## config.mk

```make
export PLATFORM = sky130hd
export DESIGN_NAME = bin_counter
export DESIGN_NICKNAME = d
export VERILOG_FILES = /design/src/rtl/bin_counter.sv
export SDC_FILE = /design/constraint.sdc
export NUM_CORES = 1
export LEC_CHECK = 0
export ABC_AREA = 1
export CAP_MARGIN = 25
export CELL_PAD_IN_SITES_DETAIL_PLACEMENT = 1
export CELL_PAD_IN_SITES_GLOBAL_PLACEMENT = 2
export CORE_AREA = 2 2 39 41
export CTS_BUF_LIST = sky130_fd_sc_hd__clkbuf_8
export DETAILED_ROUTE_END_ITERATION = 8
export DIE_AREA = 0 0 41 43
export PLACE_DENSITY_LB_ADDON = 0.1
export SYNTH_ARGS = -nofsm -noshare
export SYNTH_HDL_FRONTEND = slang
export SYNTH_SLANG_ARGS = --single-unit
```

## constraint.sdc

```tcl
create_clock -name i_clk -period 2.1 [get_ports i_clk]
set_input_delay 0.315 -clock i_clk [delete_from_list [all_inputs] [get_ports i_clk]]
set_output_delay 0.315 -clock i_clk [all_outputs]
set_load 0.01 [all_outputs]
```

## src/rtl/bin_counter.sv

```systemverilog
// Free-running WIDTH-bit binary up/down counter with synchronous active-high reset.
// i_mode selects the direction each edge; o_cnt comes straight from the count register.
module bin_counter #(
   parameter int unsigned WIDTH = 4
) (
   input  logic             i_clk,
   input  logic             i_rst,
   input  logic             i_mode,
   output logic [WIDTH-1:0] o_cnt
);

   logic [WIDTH-1:0] r_cnt;
   logic [WIDTH-1:0] w_cnt_next;

   // WIDTH-bit arithmetic: carry and borrow fall off, giving modulo wrap both ways.
   always_comb begin
      w_cnt_next = r_cnt;
      if (i_mode) begin
         w_cnt_next = r_cnt - WIDTH'(1);
      end else begin
         w_cnt_next = r_cnt + WIDTH'(1);
      end
   end

   always_ff @(posedge i_clk) begin
      if (i_rst) begin
         r_cnt <= '0;
      end else begin
         r_cnt <= w_cnt_next;
      end
   end

   assign o_cnt = r_cnt;

endmodule

```

==> impl_results.md, run 1 <==
* Status: finished clean
* Final Hold Viols at 0
* Reg-to-reg setup timing slack at 0.91 ns
* Top-count cell post-synth: nand2_1
* Crit Path Class: in2reg
* Vias in the first global route at about 190
* Hpwl dp at 379.2 µm
* Clock skew at 0.0007210 ns
* Layout area overhead at 56.40%
* Core ar. at 1384 µm²
* Mapped Nets at 33
* Slew @ Worst Pin at 0.1488 ns
* Pwr Density at 1056 nW/µm²
* CP required at 2.20 ns
* Sequential fraction of the synthesis area at 0.3721
* Pre-antenna DRT Iters at 1
* Tcrit/Tclk final at 0.7182
* Total Routing Usage GR at 0.06539
* Die W at approximately 41 µm
* Die Ht at 43 µm
* Sequential Power Share at 0.282
* Top post-synthesis cells by count: 6 x nand2_1, 5 x inv_1, 5 x nor2_1, 4 x dfxtp_1, 2 x ha_1
* Fin. max-slew vios at 0
* Via Count at 190
* Vias per cell at 3.654
* Pin count of the biggest net entering global routing at 5
* Row cnt at 14
* P_sw at 0.09235 mW
* Residual DRC count at 0
* H-tree depth at 1
* Final WL at about 440 µm
* Avg WL per Cell at 8.442 µm
* Unrepaired setup endpoints after global routing: no
* Pint at 0.2631 mW
* DIE AREA at 1763 µm²
* Post-CTS sizing at 0
* Clk Latency, worst-skew pair at 0.21 ns
* Fillers at 172
* Antenna-violating nets left at 0
* LEAKAGE at 0.1582 nW
* Post-synth cell types at 10
* Clock buffer count from CTS at 3
* Max FO, Critical Path at 4
* Clock Tree Buf Depth at 2
* TritonCTS Sinks at 4
* WHS at approximately 0.46 ns
* N_diodes at 0
* Syn Std Cell Area at between 200 and 250 µm²
* CP max-delay cell: clkdlybuf4s50_1
* Highest Clock Rate at 0.6631 GHz
* Synth async-reset ratio at 0
* Initial antenna violation count at 0
* Post-synth EDFFs at 0
* Post-synth top area cell: dfxtp_1
* CP endpoint kind: flip-flop
* Final setup violation count at 0
* Port Buffers at 6
* CTS tree: built
* Max_cap viols at 0
* Critical path cell sequence: clkdlybuf4s50_1 > ha_1 > or2_1 > a21oi_1 > nor2_1
* Hold Path Class: reg2reg
* Finished Core Util at 0.2432
* Seq cells post-synth at 4
* Root Driver: clkbuf_8
* Routability Congestion at 0.6320
* Area contributors post-synth: dfxtp_1 37%, ha_1 12%, nand2_1 10%, fa_1 9.3%, inv_1 8.7%
* Maximum vdd drop at 413.9 µV
* Crit start category: primary input
* Share of the synthesized area in the top cell type at 0.3721
* Commonest register cell after synthesis: dfxtp_1
* Clock transition at the registers of the reported paths at 0.03 ns
* IO Count at 7
* Setup bufs post-CTS at 0
* Yosys Warn Count at 0
* Fin crit period at 1.508 ns
* Post-Synthesis Cells at 27
* Max FFs per register at 4
* # nets final at 44
* Clock share of power at 0.444
* Switching share of power at 0.2598
* Starting Density at 0.1555
* Synth Area per Inst at 7.971 µm²
* Arr. time, crit path at 1.61 ns
* DRT iter0 DRCs at 0
* Power, Total at 0.3555 mW
* Gr ovfl total at 0
* TNS Setup at 0 ns
* Share of cells above drive strength 1 at 0.1111
* Hold_buf cts at 0
* Slew HR at 0.9005
* Comb power frac at 0.274
* CP max stage delay at 0.47 ns
* First-pass GRT wire length at 710 µm
[logic make-up after synthesis]
group / Yosys count / synth area share
fa+ha+maj: 3 / 0.2093
flops: 4 / 0.3721
buf+inv: 5 / 0.08722
simple gates: 13 / 0.2675
xor+xnor: 1 / 0.04071
compound gates: 1 / 0.02323
[worst paths after layout]
| check | endpoint | depth (start not counted) | from |
|---|---|---|---|
| hold / removal | o_cnt[0] | 1 | o_cnt[0] |
| hold reg to reg | o_cnt[0] | 1 | o_cnt[0] |
| setup / recovery | o_cnt[3] | 5 | i_mode |
| setup reg to reg | o_cnt[3] | 4 | o_cnt[2] |
[power groups by stage]
stage          clock network [mW]  registers [mW]  logic, mW
2_1_floorplan                   0           0.106     0.0501
3_3_place_gp                    0           0.101     0.0994
3_5_place_dp                    0           0.102     0.0991
4_1_cts                     0.162           0.101      0.100
5_1_grt                     0.165           0.103      0.112
6_report                    0.158           0.100     0.0974
[worst max-delay path: cells and delay by family]
| kind | cells | cell delay (ns) |
|---|---|---|
| adders and majority gates | 1 | 0.34 |
| AOI/OAI and AO/OA | 1 | 0.16 |
| and+or+nand+nor | 2 | 0.32 |
| buffers and inverters | 1 | 0.47 |
[per-layer routing]
| metal | global-route usage | vias to the layer above | share of wire |
|---|---|---|---|
| met5 | 0 | - | 0 |
| met4 | 0.08000 | 0 | 0 |
| met3 | 0.01571 | 0 | 0.055 |
| met2 | 0.08125 | 4 | 0.49 |
| met1 | 0.07767 | 87 | 0.45 |
| li1 | - | 99 | - |
[stage by stage]
stage                     instance area, µm²  cells  setup slack [ns]
after floorplan                        215.2     27            0.9374
after global placement                 295.3     49            0.3466
after detailed placement               295.3     49            0.3528
after CTS                              336.6     52            0.5740
after global routing                   336.6     52            0.4897
final                                  336.6     52            0.5919
[placed cells by master, fill, tap and decap left out, drive strengths merged]
| master | instances |
|---|---|
| ha | 2 |
| nand2 | 6 |
| inv | 5 |
| xor2 | 1 |
| clkbuf | 3 |
| nand3 | 1 |
| a21oi | 1 |
| nor2 | 5 |
| fa | 1 |
| dfxtp | 4 |
| or2 | 1 |
| clkdlybuf4s50 | 6 |
[layout make-up]
cell class	count	area [µm²]	area share
tap	16	20.02	0.05948
inverter	5	18.77	0.05576
multi-input combinational	18	116.4	0.3457
sequential	4	80.08	0.2379
timing repair buffer	6	60.06	0.1784
clock buffer	3	41.29	0.1227
(Power assumes the default switching activity.)
==> run 2, diff against run 1 <==
==> constraint.sdc (replaced) <==
create_clock -name i_clk -period 1.3 [get_ports i_clk]
set_input_delay 0.195 -clock i_clk [delete_from_list [all_inputs] [get_ports i_clk]]
set_output_delay 0.195 -clock i_clk [all_outputs]
set_load 0.01 [all_outputs]
==> impl_results.md, run 2 (synthesis results as in run 1) <==
* H-tree depth at 1
* Worst path bufs/invs at 1
* Reg-to-reg setup timing slack at approximately 0.14 ns
* Highest Clock Rate at approximately 0.86 GHz
* Vias per cell at 3.768
* Initial antenna violation count at 0
* Status: finished clean
* Avg WL per Cell at about 9.8 µm
* Arr. time, crit path at 1.27 ns
* LEAKAGE at 0.2015 nW
* Hold Path End: o_cnt[0]
* Via Count at 211
* Slew HR at 0.9068
* Pwr Density at roughly 1600 nW/µm²
* Max FFs per register at 4
* Tcrit/Tclk final at 0.8961
* IO Count at 7
* CP startpoint: o_cnt[0]
* N_diodes at 0
* Clk Latency, worst-skew pair at 0.22 ns
* Final setup violation count at 0
* Crit Path Class: reg2reg
* First-pass GRT wire length at 972 µm
* Critical path cell sequence: inv_1 > fa_1 > xor2_1 > nor2_1
* Area of the multi-input gates at 116.4 µm²
* Placed inst area at 325.3 µm²
* Final WL at 550 µm
* FF-to-FF path depth at 4
* CP max-delay cell: fa_1
* Total Routing Usage GR at 0.08945
* Residual DRC count at 0
* Finished Core Util at 0.2631
* Starting Density at 0.1555
* Port Buffers at 6
* Max_cap viols at 0
* Fillers at ~170
* Pre-antenna DRT Iters at 1
* Pin count of the biggest net entering global routing at 5
* Critical R2R Capture: o_cnt[2]
* Clock buffer count from CTS at 3
* Hpwl dp at 464.8 µm
* Clock skew at approximately 0.00085 ns
* Gr ovfl total at 0
* CP endpoint kind: flip-flop
* Share of cells above drive strength 1 at 0.2000
* Most frequent cells in the layout: 6 x nand2_1, 5 x inv_1, 5 x nor2_1
* Hold_buf cts at 0
* TritonCTS Sinks at 4
* Fin area at between 300 and 400 µm²
* Root Driver: clkbuf_8
* # nets final at 48
* Hold Crit Start: o_cnt[0]
* Fin crit period at 1.165 ns
* Vias in the first global route at 246
* Leading cell type in the layout, fill and taps excluded: nand2_1
* Crit start category: flip-flop
* Max FO, Critical Path at 4
* WHS at 0.4730 ns
* CP required at 1.41 ns
* Crit path max-delay family: adder cells
* Hold Path Class: reg2reg
* Clock transition at the registers of the reported paths at 0.03 ns
* Antenna-violating nets left at 0
* Fin. max-slew vios at 0
* Unrepaired setup endpoints after global routing: no
* DRT iter0 DRCs at 0
* Final Hold Viols at 0
* Row cnt at 14
* Maximum vdd drop at roughly 500 µV
* Routability Congestion at approximately 0.63
* Power, Total at between 0.5 and 0.6 mW
* Layout area overhead at 69.19%
* Core ar. at 1384 µm²
* CP max stage delay at 0.41 ns
* DIE AREA at between 1500 and 2000 µm²
* Die Ht at around 43 µm
* FF+latch area at 80.08 µm²
* Post-CTS sizing at 4
* CTS tree: built
* Hold Crit Depth at 1
* Worst flop-to-flop path startpoint: o_cnt[0]
* Die W at approximately 40 µm
* Clock Tree Buf Depth at 2
* Setup bufs post-CTS at 0
* Slew @ Worst Pin at 0.1396 ns
==> run 2: cell types whose count changed in the layout (fill, tap and decap cells not counted), sizes merged <==
cell	change
clkdlybuf4s50	-5
buf	+4
dlygate4sd2	+4
dlymetal6s2s	+1
==> run 2: worst max path at each step <==
stage / endpoint / slack [ns] / depth (start not counted)
after floorplan: o_cnt[3] / 0.14 / 4
after global placement: o_cnt[3] / -0.27 / 5
after detailed placement: o_cnt[3] / -0.29 / 5
after CTS: o_cnt[2] / 0.008 / 1
after global routing: o_cnt[2] / 0.07 / 4
final: o_cnt[2] / 0.14 / 4
==> run 2: where the power goes <==
group	switching [mW]	internal [mW]	total (mW)
logic	0.0798	0.0843	0.164
registers	0.0148	0.146	0.161
clock network	0.0678	0.198	0.265
total	0.162	0.428	0.590
==> run 2: layout make-up <==
class,instances,area share
Clock buffer,3,0.1134
Inverter,5,0.05155
Multi-Input combinational cell,18,0.3196
Sequential cell,4,0.2199
Tap cell,16,0.05498
Timing Repair Buffer,10,0.2405
==> run 2: metal layers <==
layer | vias to the layer above | share of wire | global-route usage
li1 | 106 | - | -
met1 | 97 | 0.37 | 0.08710
met2 | 6 | 0.52 | 0.1375
met3 | 2 | 0.062 | 0.01571
met4 | 0 | 0.044 | 0.1000
met5 | - | 0 | 0
==> run 2: metrics by stage <==
stage | setup TNS (ns) | setup WS [ns] | std cells
after global placement | -0.7361 | -0.2697 | 53
after CTS | 0 | 0.008145 | 56
final | 0 | 0.1350 | 56
after global routing | 0 | 0.07379 | 56
after floorplan | 0 | 0.1374 | 27
after detailed placement | -0.8133 | -0.2884 | 53
==> run 2: worst register-to-register path: cells and delay by family, from the launching register on <==
kind	cells	cell delay [ns]
adder cells (fa/ha/maj)	1	0.41
flip-flops	1	0.37
XOR/XNOR	1	0.14
AND/OR/NAND/NOR	1	0.05
buffers and inverters	1	0.08
==> run 3, diff against run 2 <==
--- a/config.mk
+++ b/config.mk
@@ -13,7 +13,7 @@
 export CTS_BUF_LIST = sky130_fd_sc_hd__clkbuf_8
 export DETAILED_ROUTE_END_ITERATION = 8
 export DIE_AREA = 0 0 41 43
-export PLACE_DENSITY_LB_ADDON = 0.1
+export PLACE_DENSITY = 0.57
 export SYNTH_ARGS = -nofsm -noshare
 export SYNTH_HDL_FRONTEND = slang
 export SYNTH_SLANG_ARGS = --single-unit
==> constraint.sdc (replaced) <==
create_clock -name i_clk -period 1 [get_ports i_clk]
set_input_delay 0.15 -clock i_clk [delete_from_list [all_inputs] [get_ports i_clk]]
set_output_delay 0.15 -clock i_clk [all_outputs]
set_load 0.01 [all_outputs]
==> impl_results.md, run 3 (synthesis results as in run 1) <==
* Row cnt at 14
* Residual DRC count at 0
* GR Util met2 at 0.1281
* P_sw at roughly 0.24 mW
* Max FO, Critical Path at 2
* Root Driver: clkbuf_8
* Layout area overhead at 100.0%
* Status: finished with violations
* DRT iter0 DRCs at 1
* Switching share of power at 0.2772
* Final WS setup at -0.1191 ns
* Routability Congestion at 0.7100
* Fin area at between 400 and 500 µm²
* Vias in the first global route at 240
* Fin cells at 58
* First-pass GRT wire length at 959 µm
* Clock transition at the registers of the reported paths at 0.03 ns
* # nets final at roughly 50
* Final Hold Viols at 0
* Clock share of power at 0.400
* Global routing's busiest layer: met2
* CP required at 1.10 ns
* Comb power frac at 0.352
* Clock skew at ~0.0048 ns
* Max_cap viols at 0
* Hold Path Class: in2reg
* Total Routing Usage GR at 0.08853
* Clk Latency, worst-skew pair at ~0.22 ns
* Die Ht at 43 µm
* Fin crit period at approximately 1.1 ns
* Placed insts at 52
* Vias per cell at between 3 and 4
* Maximum vdd drop at 750.6 µV
* LEAKAGE at 0.1977 nW
* Most frequent cells in the layout: 4 x inv_1, 4 x nor2_1, 4 x nand2_1, 4 x clkdlybuf4s15_1, 4 x buf_4
* Initial antenna violation count at 0
* Final WL at 558 µm
* Fillers at 163
* Pin count of the biggest net entering global routing at 5
* Crit Path Class: reg2reg
* Pint at 0.6239 mW
* Starting Density at 0.1555
* DIE AREA at 1763 µm²
* Sequential Power Share at 0.248
* CP endpoint kind: flip-flop
* Failing checks: setup timing
* N_diodes at 0
* Hpwl dp at 454.6 µm
* Hold_buf cts at 0
* Slew @ Worst Pin at 0.2005 ns
* Routing usage on met3 at 0.03141
* Die W at 41 µm
* Gr ovfl total at 0
* Crit start category: flip-flop
* Placed inst area at between 300 and 400 µm²
* Highest Clock Rate at 0.8935 GHz
* Share of cells above drive strength 1 at 0.5238
* Clock buffer count from CTS at 3
* Fin. max-slew vios at 0
* Pre-antenna DRT Iters at 2
* TNS Setup at -0.2655 ns
* Via Count at 207
* H-tree depth at 1
* Arr. time, crit path at 1.22 ns
* Max FFs per register at 4
* Clock Tree Buf Depth at 2
* Tcrit/Tclk final at 1.119
* Avg WL per Cell at a little under 10 µm
* IO Count at 7
* CTS tree: built
* Power, Total at between 0.8 and 0.9 mW
* Final setup violation count at 3
* TritonCTS Sinks at 4
* Port Buffers at 6
* Pwr Density at about 2000 nW/µm²
* Unrepaired setup endpoints after global routing: yes
* Core ar. at 1384 µm²
* Met1 GRT Util at 0.09385
* Antenna-violating nets left at 0
* Slew HR at 0.8663
-- run 3: critical path, stage by stage (launching register included) --
cell	delay (ns)
dfxtp_2	0.32
buf_6	0.11
inv_4	0.03
fa_2	0.50
nor2_1	0.04
-- run 3: final timing paths --
check | start | to | slack, ns | depth (start not counted)
max reg2reg | o_cnt[1] | o_cnt[1] | -0.12 | 4
min | i_rst | o_cnt[0] | 0.54 | 2
min reg2reg | o_cnt[0] | o_cnt[0] | 0.54 | 2
max | o_cnt[1] | o_cnt[1] | -0.12 | 4
-- run 3: what timing repair did --
action | 4_1_cts | 5_1_grt
endpoints found under the setup margin | 7 | 5
setup buffers | 2 | 0
gates resized for setup | 14 | 4
pin swaps | 7 | 6
-- run 3: routing by layer --
layer  share of wire  vias up
met2            0.54        5
li1                -      110
met1            0.41       92
met4               0        0
met5               0        -
met3           0.052        0
-- run 3: per-stage QoR --
step | hold WS, ns | setup slack (ns) | util
3_5_place_dp | 0.4383 | -0.5795 | 0.2450
6_report | 0.5389 | -0.1191 | 0.3110
5_1_grt | 0.5527 | -0.1681 | 0.3110
4_1_cts | 0.5369 | -0.1406 | 0.3056
3_3_place_gp | 0.4328 | -0.5452 | 0.2450
2_1_floorplan | 0.2071 | -0.05949 | -
-- run 3: power groups by stage --
stage          Combinational (mW)  Sequential (mW)  Clock [mW]
2_1_floorplan               0.114            0.231           0
3_5_place_dp                0.255            0.221           0
6_report                    0.303            0.214       0.345
4_1_cts                     0.301            0.215       0.361
5_1_grt                     0.344            0.219       0.370
3_3_place_gp                0.245            0.218           0
-- run 3: layout make-up --
class,count,area [µm²],share of cell area
Multi-Input combinational cell,18,157.7,0.3663
Timing Repair Buffer,11,100.1,0.2326
Sequential cell,4,86.33,0.2006
Clock buffer,3,41.29,0.09593
Inverter,5,21.27,0.04942
Tap cell,16,20.02,0.04651
Clock inverter,1,3.754,0.008721
